### src/rtl/alu_pkg.sv
// alu_pkg: shared ALU op encodings, aluop classes, funct codes and status flag type
package alu_pkg;
    localparam int DW = 32;
    localparam logic [2:0] OP_AND = 3'b000;
    localparam logic [2:0] OP_OR  = 3'b001;
    localparam logic [2:0] OP_ADD = 3'b010;
    localparam logic [2:0] OP_SUB = 3'b110;
    localparam logic [2:0] OP_SLT = 3'b111;
    localparam logic [2:0] OP_NOR = 3'b100;
    localparam logic [1:0] ALUOP_ADD   = 2'b00;
    localparam logic [1:0] ALUOP_SUB   = 2'b01;
    localparam logic [1:0] ALUOP_RTYPE = 2'b10;
    localparam logic [1:0] ALUOP_ORI   = 2'b11;
    localparam logic [3:0] FN_ADD = 4'b0000;
    localparam logic [3:0] FN_SUB = 4'b0010;
    localparam logic [3:0] FN_AND = 4'b0100;
    localparam logic [3:0] FN_OR  = 4'b0101;
    localparam logic [3:0] FN_NOR = 4'b0111;
    localparam logic [3:0] FN_SLT = 4'b1010;
    typedef struct packed {
        logic v;
        logic z;
        logic n;
    } status_t;
endpackage

### src/rtl/alu_exec_unit_if.sv
// alu_exec_unit_if: execute-stage operand, result and status bundle
interface alu_exec_unit_if;
    logic        aluop1;
    logic        aluop0;
    logic [3:0]  funct;
    logic [31:0] a;
    logic [31:0] b;
    logic [31:0] pc;
    logic [31:0] imm_ext;
    logic [2:0]  gout;
    logic [31:0] alu_result;
    logic        zout;
    logic        vout;
    logic        nout;
    logic [31:0] pc_plus4;
    logic [31:0] branch_target;
    logic        v_flag;
    logic        z_flag;
    logic        n_flag;
    modport master (
        output aluop1, aluop0, funct, a, b, pc, imm_ext,
        input  gout, alu_result, zout, vout, nout, pc_plus4, branch_target, v_flag, z_flag, n_flag
    );
    modport slave (
        input  aluop1, aluop0, funct, a, b, pc, imm_ext,
        output gout, alu_result, zout, vout, nout, pc_plus4, branch_target, v_flag, z_flag, n_flag
    );
endinterface

### src/rtl/alu_op_decode.sv
// alu_op_decode: aluop class / funct to 3-bit ALU op; ALU_NOR_EN adds funct 0111 -> NOR
module alu_op_decode
    import alu_pkg::*;
(
    input  logic       aluop1_i,
    input  logic       aluop0_i,
    input  logic [3:0] funct_i,
    output logic [2:0] gout_o
);
    always_comb begin
        gout_o = OP_ADD;
        case ({aluop1_i, aluop0_i})
            ALUOP_SUB: gout_o = OP_SUB;
            ALUOP_ORI: gout_o = OP_OR;
            ALUOP_RTYPE: begin
                case (funct_i)
                    FN_SUB: gout_o = OP_SUB;
                    FN_AND: gout_o = OP_AND;
                    FN_OR:  gout_o = OP_OR;
                    FN_SLT: gout_o = OP_SLT;
`ifdef ALU_NOR_EN
                    FN_NOR: gout_o = OP_NOR;
`else
                    FN_NOR: gout_o = OP_ADD;
`endif
                    default: gout_o = OP_ADD;
                endcase
            end
            default: gout_o = OP_ADD;
        endcase
    end
endmodule

### src/rtl/alu_exec_unit.sv
// alu_exec_unit: MIPS-lite execute slice (decode, ALU, PC adders, V/Z/N status register).
// Define ALU_NOR_EN to enable the R-type NOR operation.
module alu_exec_unit
    import alu_pkg::*;
#(
    parameter int WIDTH  = DW,
    parameter int PC_INC = 4
) (
    input  logic                  clk,
    input  logic                  rst,
    alu_exec_unit_if.slave        bus
);
    logic [2:0]       gout;
    logic [WIDTH-1:0] sum;
    logic [WIDTH-1:0] diff;
    logic [WIDTH-1:0] res;
    logic             v_add;
    logic             v_sub;
    logic             slt;
    logic             vo;
    status_t          flags_d;
    status_t          flags_q;

    alu_op_decode u_dec (
        .aluop1_i (bus.aluop1),
        .aluop0_i (bus.aluop0),
        .funct_i  (bus.funct),
        .gout_o   (gout)
    );

    assign sum   = bus.a + bus.b;
    assign diff  = bus.a - bus.b;
    assign v_add = (bus.a[WIDTH-1] == bus.b[WIDTH-1]) && (sum[WIDTH-1] != bus.a[WIDTH-1]);
    assign v_sub = (bus.a[WIDTH-1] != bus.b[WIDTH-1]) && (diff[WIDTH-1] != bus.a[WIDTH-1]);
    // overflow-corrected sign keeps SLT right at the signed extremes
    assign slt   = diff[WIDTH-1] ^ v_sub;

    always_comb begin
        res = sum;
        vo  = v_add;
        case (gout)
            OP_AND: begin res = bus.a & bus.b; vo = 1'b0; end
            OP_OR:  begin res = bus.a | bus.b; vo = 1'b0; end
            OP_SUB: begin res = diff;          vo = v_sub; end
            OP_SLT: begin res = WIDTH'(slt);   vo = 1'b0; end
`ifdef ALU_NOR_EN
            OP_NOR: begin res = ~(bus.a | bus.b); vo = 1'b0; end
`else
            OP_NOR: begin res = sum; vo = v_add; end
`endif
            default: begin res = sum; vo = v_add; end
        endcase
    end

    assign bus.gout          = gout;
    assign bus.alu_result    = res;
    assign bus.zout          = (res == '0);
    assign bus.vout          = vo;
    assign bus.nout          = res[WIDTH-1];
    assign bus.pc_plus4      = bus.pc + PC_INC;
    assign bus.branch_target = bus.pc_plus4 + (bus.imm_ext << 2);

    assign flags_d = '{v: vo, z: (res == '0), n: res[WIDTH-1]};

    always_ff @(posedge clk) begin
        if (rst) flags_q <= '0;
        else     flags_q <= flags_d;
    end

    assign bus.v_flag = flags_q.v;
    assign bus.z_flag = flags_q.z;
    assign bus.n_flag = flags_q.n;
endmodule

### src/flat_wrapper.sv
// flat-port wrapper written by rule: the top's interface ports become plain ports
module alu_exec_unit_flat import alu_pkg::*;
#(
    parameter int WIDTH  = DW,
    parameter int PC_INC = 4
)
  (clk, rst, bus_aluop1, bus_aluop0, bus_funct, bus_a, bus_b, bus_pc, bus_imm_ext, bus_gout, bus_alu_result, bus_zout, bus_vout, bus_nout, bus_pc_plus4, bus_branch_target, bus_v_flag, bus_z_flag, bus_n_flag);
  alu_exec_unit_if bus_i ();
  input  logic clk;
  input  logic rst;
  input wire logic [$bits(bus_i.aluop1)-1:0] bus_aluop1;
  input wire logic [$bits(bus_i.aluop0)-1:0] bus_aluop0;
  input wire logic [$bits(bus_i.funct)-1:0] bus_funct;
  input wire logic [$bits(bus_i.a)-1:0] bus_a;
  input wire logic [$bits(bus_i.b)-1:0] bus_b;
  input wire logic [$bits(bus_i.pc)-1:0] bus_pc;
  input wire logic [$bits(bus_i.imm_ext)-1:0] bus_imm_ext;
  output wire logic [$bits(bus_i.gout)-1:0] bus_gout;
  output wire logic [$bits(bus_i.alu_result)-1:0] bus_alu_result;
  output wire logic [$bits(bus_i.zout)-1:0] bus_zout;
  output wire logic [$bits(bus_i.vout)-1:0] bus_vout;
  output wire logic [$bits(bus_i.nout)-1:0] bus_nout;
  output wire logic [$bits(bus_i.pc_plus4)-1:0] bus_pc_plus4;
  output wire logic [$bits(bus_i.branch_target)-1:0] bus_branch_target;
  output wire logic [$bits(bus_i.v_flag)-1:0] bus_v_flag;
  output wire logic [$bits(bus_i.z_flag)-1:0] bus_z_flag;
  output wire logic [$bits(bus_i.n_flag)-1:0] bus_n_flag;
  assign bus_i.aluop1 = bus_aluop1;
  assign bus_i.aluop0 = bus_aluop0;
  assign bus_i.funct = bus_funct;
  assign bus_i.a = bus_a;
  assign bus_i.b = bus_b;
  assign bus_i.pc = bus_pc;
  assign bus_i.imm_ext = bus_imm_ext;
  assign bus_gout = bus_i.gout;
  assign bus_alu_result = bus_i.alu_result;
  assign bus_zout = bus_i.zout;
  assign bus_vout = bus_i.vout;
  assign bus_nout = bus_i.nout;
  assign bus_pc_plus4 = bus_i.pc_plus4;
  assign bus_branch_target = bus_i.branch_target;
  assign bus_v_flag = bus_i.v_flag;
  assign bus_z_flag = bus_i.z_flag;
  assign bus_n_flag = bus_i.n_flag;
  alu_exec_unit #(.WIDTH(WIDTH), .PC_INC(PC_INC)) u_core (.clk(clk), .rst(rst), .bus(bus_i));
endmodule
### config.mk
export PLATFORM = sky130hd
export DESIGN_NAME = alu_exec_unit_flat
export DESIGN_NICKNAME = d
export VERILOG_FILES = /design/src/rtl/alu_pkg.sv /design/src/rtl/alu_exec_unit_if.sv /design/src/rtl/alu_op_decode.sv /design/src/rtl/alu_exec_unit.sv /design/src/flat_wrapper.sv
export SDC_FILE = /design/constraint.sdc
export NUM_CORES = 1
export LEC_CHECK = 0
export BUFFER_PORTS_ARGS = -buffer_cell sky130_fd_sc_hd__clkbuf_2
export CORE_MARGIN = 2
export CORE_UTILIZATION = 47
export CTS_CLUSTER_SIZE = 40
export DETAILED_ROUTE_END_ITERATION = 8
export GPL_TIMING_DRIVEN = 0
export HOLD_SLACK_MARGIN = 0.05
export PLACE_DENSITY = 0.84
export SLEW_MARGIN = 40
export SYNTH_ARGS = -nofsm -noshare
export SYNTH_HDL_FRONTEND = slang
export SYNTH_HIERARCHICAL = 1
export SYNTH_SLANG_ARGS = --single-unit
### constraint.sdc
create_clock -name clk -period 7.8 [get_ports clk]
set_input_delay 0.78 -clock clk [delete_from_list [all_inputs] [get_ports clk]]
set_output_delay 0.78 -clock clk [all_outputs]
set_load 0.005 [all_outputs]
==> run metrics, run 1 <==
outcome finished clean; critical path class in2out; fin crit period 7.64 ns; met1 Resource Use GR 0.415; clock transition at the registers of the reported paths 0.03 ns; syn nets 1420; met2 GRT Util 0.545; RSZ-0062 raised after global routing no; CTS root buffer clkbuf_16; Vias 10200; synthesized area per cell between 6 and 7 um^2; fmax between 100 and 150 MHz; Initial Util 0.482; Detail Route Antenna Nets 0; Die X 132 um; number of nets in the layout about 1700; WL/cell roughly 18 um; clk sinks 3; Area growth, synth to finish 21.4%; ys async rst share 0; crit path launch type primary input; grt met3 use 0.0490; routability cong. ~1.0; Mapped Area roughly 7600 um^2; Yosys cell types between 70 and 80; Max Cap Violations 0; setup violators final 0; Mapped Cells roughly 1200; first-pass GRT wire length around 47000 um; ys flop type dfxtp_1; vias per inst 6.29; Rel. slew slack 0.417; layout cells sized above 1 0.208; CP required 7.02 ns; 1st-iter DRT viols approximately 1100; vias in the first global route between 9000 and 10000; total power ~890 uW; Pwr per Cell Area 96.3 nW/um^2; number of hold violations in the final report 0; # rows 46; dpl hpwl about 24000 um; All-Layer GR Usage 0.322; Lkg Pwr around 0.0045 uW; grt ovf 0; total CTS buffers 3; Post-Place Cells 1607; synthesized flop and latch total 3; drt first pass iters 6; Final Max Tran Viols 0; register area share after synthesis 0.00785; most frequent cells in the layout 238 x clkbuf_2, 123 x ha_1, 116 x inv_1; Post-synth EDFFs 0; largest net degree at the start of global routing 11; die area 17300 um^2; CTS tree built; initial antenna violation count 0; period utilisation layout 0.979; H-tree level count 1; Setup crit end kind primary output; Yosys warning count 6; Worst Hold Class in2reg; top post-synthesis cells by area ha_1 20%, a21oi_1 7.1%, inv_1 5.7%; ANT cells 0; Synth area leader ha_1; DRC 0; top cell type's share of synthesized area 0.204; Hold-fix buffers, CTS 0; commonest non-fill, non-tap cell in the layout clkbuf_2; clk buf depth 2; CP Max Fanout 10; Worst VDD drop 0.0000612 V; Core Footprint around 16000 um^2; worst-margin pin slew between 0.8 and 0.9 ns; Worst Path Arrival 6.86 ns; GRT busiest layer met2; # IOs 241; DRT Wirelength approximately 30000 um; Port Buf Inserts approximately 240; Die Ht between 100 and 150 um; Finished Layout Cells 1613
==> cell type report <==
type	count	area, um^2
clock buffer	4	78.8
timing repair buffer	241	1220
fill	1562	6600
inverter	116	435
buffer	56	256
multi-input combinational	977	6960
tap	216	270
sequential	3	60.1
==> per-layer routing <==
layer	vias up	routed length [um]
met4	0	1160
met1	4617	11800
met5	-	0
met3	107	3430
met2	712	13300
li1	4716	-
==> state kept, by name, summed over array words and instances, names as in the netlist <==
signal             cells
u_core/bus.n_flag      1
u_core/bus.v_flag      1
u_core/bus.z_flag      1
==> per-stage QoR <==
stage                     area [um^2]  hold WS, ns  setup TNS [ns]  utilization  worst slack [ns]
after floorplan                  7650        0.851               0            -              1.20
after global placement           9100        0.989          -0.518        0.573            -0.518
after detailed placement         9100        0.991          -0.577        0.573            -0.577
after CTS                        9230        0.766               0        0.581            0.0142
after global routing             9280        0.774               0        0.584            0.0157
final                            9280        0.769               0        0.584             0.165
==> logic make-up (layout without fill, tap and decap cells) <==
| group | count (synthesis) | in the layout | synth area share |
|---|---|---|---|
| compound gates | 388 | 388 | 0.343 |
| buf+inv | 175 | 417 | 0.0914 |
| flops | 3 | 3 | 0.00785 |
| simple gates | 387 | 387 | 0.258 |
| xor+xnor | 68 | 68 | 0.0779 |
| fa+ha+maj | 129 | 129 | 0.215 |
| mux | 5 | 5 | 0.00654 |
==> where the power goes <==
group | leakage, uW | switching [uW] | internal (uW) | total [uW]
Sequential | 0.0000247 | 0.250 | 16.6 | 16.9
Combinational | 0.00443 | 477 | 317 | 794
Clock | 0.0000382 | 15.6 | 67.6 | 83.2
Total | 0.00449 | 493 | 402 | 894
==> Yosys cell counts (all sizes together) (4+ instances only) <==
library cell and n:
a211o 9, nand2b 24, nor2b 24, o2111ai 4, nand2 74, or2 12
a211oi 25, a21oi 108, buf 19, a22oi 4, nand3 42, o31ai 16
o31a 9, xnor2 48, inv 116, nand4 17, nor4 13, o21bai 17
ha 125, nor2 99, a221o 5, and2 5, o21a 8, fa 4
a21o 22, nor3 33, or4 5, a21boi 5, clkbuf 40, mux2i 5
a221oi 9, and3 4, nor3b 5, o22ai 5, nand3b 5, nor4b 4
or3 9, o211ai 20, a31oi 10, o221ai 10, xor2 20, o21ai 61
==> critical path, cell delays in order <==
cell and delay, ns:
clkbuf_2 0.11, inv_1 0.04, ha_1 0.30, buf_2 0.21, nor2_4 0.15, o21ai_0 0.12, a311o_1 0.42, a311oi_4 0.36
o31a_1 0.25, a211oi_1 0.11, o21bai_1 0.26, a21o_1 0.15, a21oi_1 0.07, fa_1 0.43, nand3_1 0.10, a32oi_1 0.15
nor4b_2 0.29, o31ai_1 0.12, or4_1 0.44, or4b_1 0.55, or4_1 0.59, nor4_4 0.32, nand3_1 0.18, nor3b_2 0.20
clkbuf_2 0.13
==> worst paths after layout <==
kind / from / endpoint / slack [ns] / cells past startpoint
setup / recovery: bus_a[10] / bus_zout / 0.16 / 25
hold / removal: rst / u_core/bus.n_flag / 0.77 / 2
==> repair_timing <==
item,in CTS,in global routing
gates cloned,0,0
setup endpoints to repair,1,1
buffers inserted,1,4
hold endpoints to repair,0,0
resized for setup,6,15
pin swaps,2,6
No activity file was read; power rests on OpenSTA's default activity.
==> run 2: changes to the inputs <==
--- a/config.mk
+++ b/config.mk
@@ -10,7 +10,6 @@
 export CORE_UTILIZATION = 47
 export CTS_CLUSTER_SIZE = 40
 export DETAILED_ROUTE_END_ITERATION = 8
-export GPL_TIMING_DRIVEN = 0
 export HOLD_SLACK_MARGIN = 0.05
 export PLACE_DENSITY = 0.84
 export SLEW_MARGIN = 40
==> run metrics, run 2 (same netlist as run 1, synthesis figures left out) <==
outcome finished clean; Max stage delay on crit path 0.57 ns (-0.02 ns); Detail Route Antenna Nets 0 (unchanged); slowest stage cell, crit path or4_1; DRT Wirelength 28000 um (-5.7%); Post-Place Cells 1582 (-1.6%); die area 17300 um^2 (unchanged); 1st-iter DRT viols 971 (-9.3%); Area growth, synth to finish 20.6%; Pwr per Cell Area 95.6 nW/um^2 (-0.78%); clk buf depth 2 (unchanged); CTS root buffer clkbuf_16; CP required 7.02 ns (about the same); DRC 0 (unchanged); # fillers 1534 (-1.8%); Cells on Worst Hold Path 2 (unchanged); DR WL met2 12900 um (-2.7%); initial antenna violation count 0 (unchanged); fin crit period 7.54 ns (-0.0940 ns); clk sinks 3 (unchanged); Setup TNS Final 0 ns (unchanged); vias per inst 6.18 (-1.8%); Vias 9807 (-3.4%); # rows 46 (unchanged); total power 882 uW (-1.4%); cell family with the largest share of critical-path delay simple AND/OR/NAND/NOR gates; routability cong. 1.01 (-0.71%); critical path buffer and inverter count 4 (unchanged); period utilisation layout 0.967 (-0.0121); number of hold violations in the final report 0 (unchanged); Final Max Tran Viols 0 (unchanged); number of nets in the layout 1636 (-1.6%); fin util 0.581 (-0.00347); CP Max Fanout 4 (-6); Max Cap Violations 0 (unchanged); H-tree level count 1 (unchanged); worst-margin pin slew 0.796 ns (-0.0730 ns); Rel. slew slack 0.464 (+0.0473); crit path launch type primary input; drt first pass iters 7 (+1); commonest non-fill, non-tap cell in the layout clkbuf_2; Min-Delay Endpoint u_core/bus.n_flag; largest net degree at the start of global routing 45 (+34); WL met1 11000 um (-6.4%); Hold-fix buffers, CTS 0 (unchanged); critical path class in2out; grt ovf 0 (unchanged); clock transition at the registers of the reported paths 0.03 ns (about the same); Finished Layout Cells 1586 (-1.7%); top sig layer met4; Die X 132 um (unchanged); Core Footprint 15900 um^2 (unchanged); Detail Route met3 WL 3160 um (-7.7%); Worst Hold Class in2reg; Hold WS 0.785 ns (+0.0158 ns); min-delay src rst; layout cells sized above 1 0.220 (+0.0121); fmax 133 MHz (+1.2%); setup violators final 0 (unchanged); Lkg Pwr 0.00452 uW (+0.57%); Initial Util 0.482 (unchanged); # IOs 241 (unchanged); vias in the first global route 9114 (-1.4%); Worst Path Arrival 6.76 ns (-0.10 ns); Die Ht 132 um (unchanged); first-pass GRT wire length 44200 um (-5.1%); Worst VDD drop 0.0000679 V (+11%); Port Buf Inserts 232 (-1.7%); CTS tree built; dpl hpwl 22800 um (-6.2%); Setup crit end kind primary output; WL/cell 17.6 um (-4.1%); All-Layer GR Usage 0.300 (-0.0221); most frequent cells in the layout 232 x clkbuf_2, 125 x ha_1, 116 x inv_1; total CTS buffers 3 (unchanged); ANT cells 0 (unchanged)
[run 2: area by class of cell]
cell class / count / area [um^2] / area share
clock buffers: 4 / 78.8 / 0.00854
flip-flops and latches: 3 / 60.1 / 0.00651
multi-input cells: 977 / 6940 / 0.752
well taps: 216 / 270 / 0.0293
repair buffers: 270 / 1450 / 0.157
inverters: 116 / 435 / 0.0472
[run 2: power by group]
group	switching [uW]	total, uW	internal, uW
clock network	14.0	81.5	67.5
logic	461	784	322
registers	0.360	17.0	16.7
[run 2: worst max path at each step]
stage	startpoint	to	slack [ns]	depth (start not counted)
6_report	bus_a[1]	bus_zout	0.26	25
2_1_floorplan	bus_a[13]	bus_zout	1.20	23
5_1_grt	bus_a[1]	bus_zout	-0.007	25
3_5_place_dp	bus_a[13]	bus_zout	0.11	25
4_1_cts	bus_a[13]	bus_zout	0.1	25
3_3_place_gp	bus_a[13]	bus_zout	0.19	25
[run 2: stage by stage]
step	area, um^2	worst slack, ns
after CTS	9200	0.0991
after floorplan	7650	1.20
final	9230	0.259
after global routing	9230	-0.00669
after global placement	9120	0.187
after detailed placement	9120	0.111
[run 2: repair_timing]
action / in CTS / in global routing
hold endpoints to repair: 0 / 0
gates resized for setup: 0 / 6
setup endpoints to repair: 0 / 1
setup buffers: 0 / 0
[run 2: layer usage]
layer,global-route usage,vias to the layer above
li1,-,4635
met1,0.378,4424
met2,0.520,657
met3,0.0482,91
met4,0.0948,0
met5,0,-
==> run 3: changes to the inputs <==
==> constraint.sdc (replaced) <==
create_clock -name clk -period 9.4 [get_ports clk]
set_input_delay 0.94 -clock clk [delete_from_list [all_inputs] [get_ports clk]]
set_output_delay 0.94 -clock clk [all_outputs]
set_load 0.005 [all_outputs]
==> run metrics, run 3 (same netlist as run 1, synthesis figures left out) <==
Die X 132 um (unchanged); # fillers 1539 (+0.33%); Reg power frac 0.020 (about the same); Vias 9664 (-1.5%); most frequent cells in the layout 232 x clkbuf_2, 125 x ha_1, 116 x inv_1; largest net degree at the start of global routing 38 (-16%); Core Footprint 15900 um^2 (unchanged); Die Ht 132 um (unchanged); commonest non-fill, non-tap cell in the layout clkbuf_2; crit path launch type primary input; CTS tree built; grt ovf 0 (unchanged); number of hold violations in the final report 0 (unchanged); vias per inst 6.20 (+0.31%); Worst Path Arrival 7.85 ns (+1.09 ns); die area 17300 um^2 (unchanged); DRT Wirelength 27300 um (-2.5%); vias in the first global route 8915 (-2.2%); dpl hpwl 22000 um (-3.5%); routability cong. 1.02 (+0.92%); CP Max Fanout 9 (+5); ANT cells 0 (unchanged); Initial Util 0.482 (unchanged); Lkg Pwr 0.00437 uW (-3.2%); Hold-fix buffers, CTS 0 (unchanged); first-pass GRT wire length 43400 um (-1.8%); Detail Route Antenna Nets 0 (unchanged); Worst Hold Class in2reg; Worst VDD drop 0.0000656 V (-3.4%); # rows 46 (unchanged); fmax 114 MHz; internal power 324 uW (-20%); 1st-iter DRT viols 978 (+0.72%); H-tree level count 1 (unchanged); clk sinks 3 (unchanged); setup violators final 0 (unchanged); # IOs 241 (unchanged); clk buf depth 2 (unchanged); worst-margin pin slew 0.884 ns (+0.0875 ns); Port Buf Inserts 232 (unchanged); Area growth, synth to finish 17.6%; Clk pwr share 0.096 (+0.004); layout cells sized above 1 0.200 (-0.0193); DRC 0 (unchanged); Setup crit end kind primary output; fin crit period 8.79 ns; outcome finished clean; CP required 8.46 ns (+1.44 ns); RSZ-0062 raised after global routing no; clock transition at the registers of the reported paths 0.03 ns (about the same); Setup TNS Final 0 ns (unchanged); Hold WS 0.930 ns (+0.145 ns); period utilisation layout 0.936; sw frac 0.543 (+0.00384); number of nets in the layout 1608 (-1.7%); critical path class in2out; Final Max Tran Viols 0 (unchanged); drt first pass iters 7 (unchanged); CTS root buffer clkbuf_16; initial antenna violation count 0 (unchanged); Setup crit start bus_a[11]; Post-CTS Setup Inserts 0 (unchanged); NetSw 385 uW (-19%); WL/cell 17.5 um (-0.70%); combinational power share 0.884 (-0.004); post-CTS resize count 0 (unchanged); Pwr per Cell Area 78.9 nW/um^2 (-17%); Max Cap Violations 0 (unchanged); All-Layer GR Usage 0.295 (-0.00529); total CTS buffers 3 (unchanged); Rel. slew slack 0.407 (-0.0570); end point of the critical path bus_zout
[run 3: cell types whose count changed in the layout (fill, tap and decap cells not counted)]
cell,change
nor4_2,+1
nor2_1,+2
nor4b_2,-1
nor4_4,-1
nor3_1,+1
buf_4,-28
nor4b_1,+1
nor3_2,-1
nor2_2,-2
and2_0,-1
and2_1,+1
[run 3: power by group through the flow]
stage               Sequential [uW]  Combinational, uW  Clock (uW)
floorplan                      14.4                400           0
global route                   14.2                684        70.4
global placement               14.2                600           0
finish                         14.2                627        68.5
CTS                            14.2                613        68.7
detailed placement             14.3                610           0
[run 3: layout make-up]
| cell class | count | area, um^2 | share of cell area |
|---|---|---|---|
| clock buffer | 4 | 78.8 | 0.00876 |
| inverter | 116 | 435 | 0.0484 |
| tap | 216 | 270 | 0.0301 |
| timing repair buffer | 242 | 1240 | 0.137 |
| sequential | 3 | 60.1 | 0.00668 |
| multi-input combinational | 977 | 6910 | 0.769 |
[run 3: layer usage]
| layer | vias to the layer above | GRT usage | share of wire |
|---|---|---|---|
| met4 | 0 | 0.0936 | 0.033 |
| met5 | - | 0 | 0 |
| met1 | 4408 | 0.375 | 0.41 |
| met2 | 567 | 0.507 | 0.46 |
| li1 | 4598 | - | - |
| met3 | 91 | 0.0467 | 0.10 |
[run 3: through the flow]
stage | instances | util | total power [uW] | setup WS [ns] | instance area [um^2]
2_1_floorplan | 1155 | - | 414 | 2.48 | 7650
3_3_place_gp | 1554 | 0.561 | 615 | 0.890 | 8910
3_5_place_dp | 1554 | 0.561 | 624 | 0.841 | 8910
4_1_cts | 1558 | 0.566 | 696 | 0.718 | 8990
5_1_grt | 1558 | 0.566 | 768 | 0.378 | 8990
6_report | 1558 | 0.566 | 710 | 0.606 | 8990
[run 3: how the worst min path moves through the flow]
stage               from                end  cells past startpoint
floorplan            rst  u_core/bus.z_flag                      1
global placement     rst  u_core/bus.v_flag                      2
detailed placement   rst  u_core/bus.v_flag                      2
CTS                  rst  u_core/bus.v_flag                      2
global route         rst  u_core/bus.v_flag                      2
finish               rst  u_core/bus.v_flag                      2
[run 3: critical path, cell delays in order]
cell	delay [ns]
clkbuf_2	0.12
inv_1	0.05
ha_1	0.42
nor3_1	0.46
nand4_1	0.16
a211o_1	0.33
a311oi_1	0.58
o31a_1	0.34
a211oi_1	0.15
o21bai_1	0.20
a21o_1	0.14
a21oi_1	0.07
fa_1	0.40
nand3_1	0.09
a32oi_1	0.15
nor4b_1	0.51
o31ai_1	0.14
or4_1	0.46
or4b_1	0.54
or4_1	0.53
nor4_1	0.41
nand3_1	0.21
nor3b_1	0.29
clkbuf_2	0.16
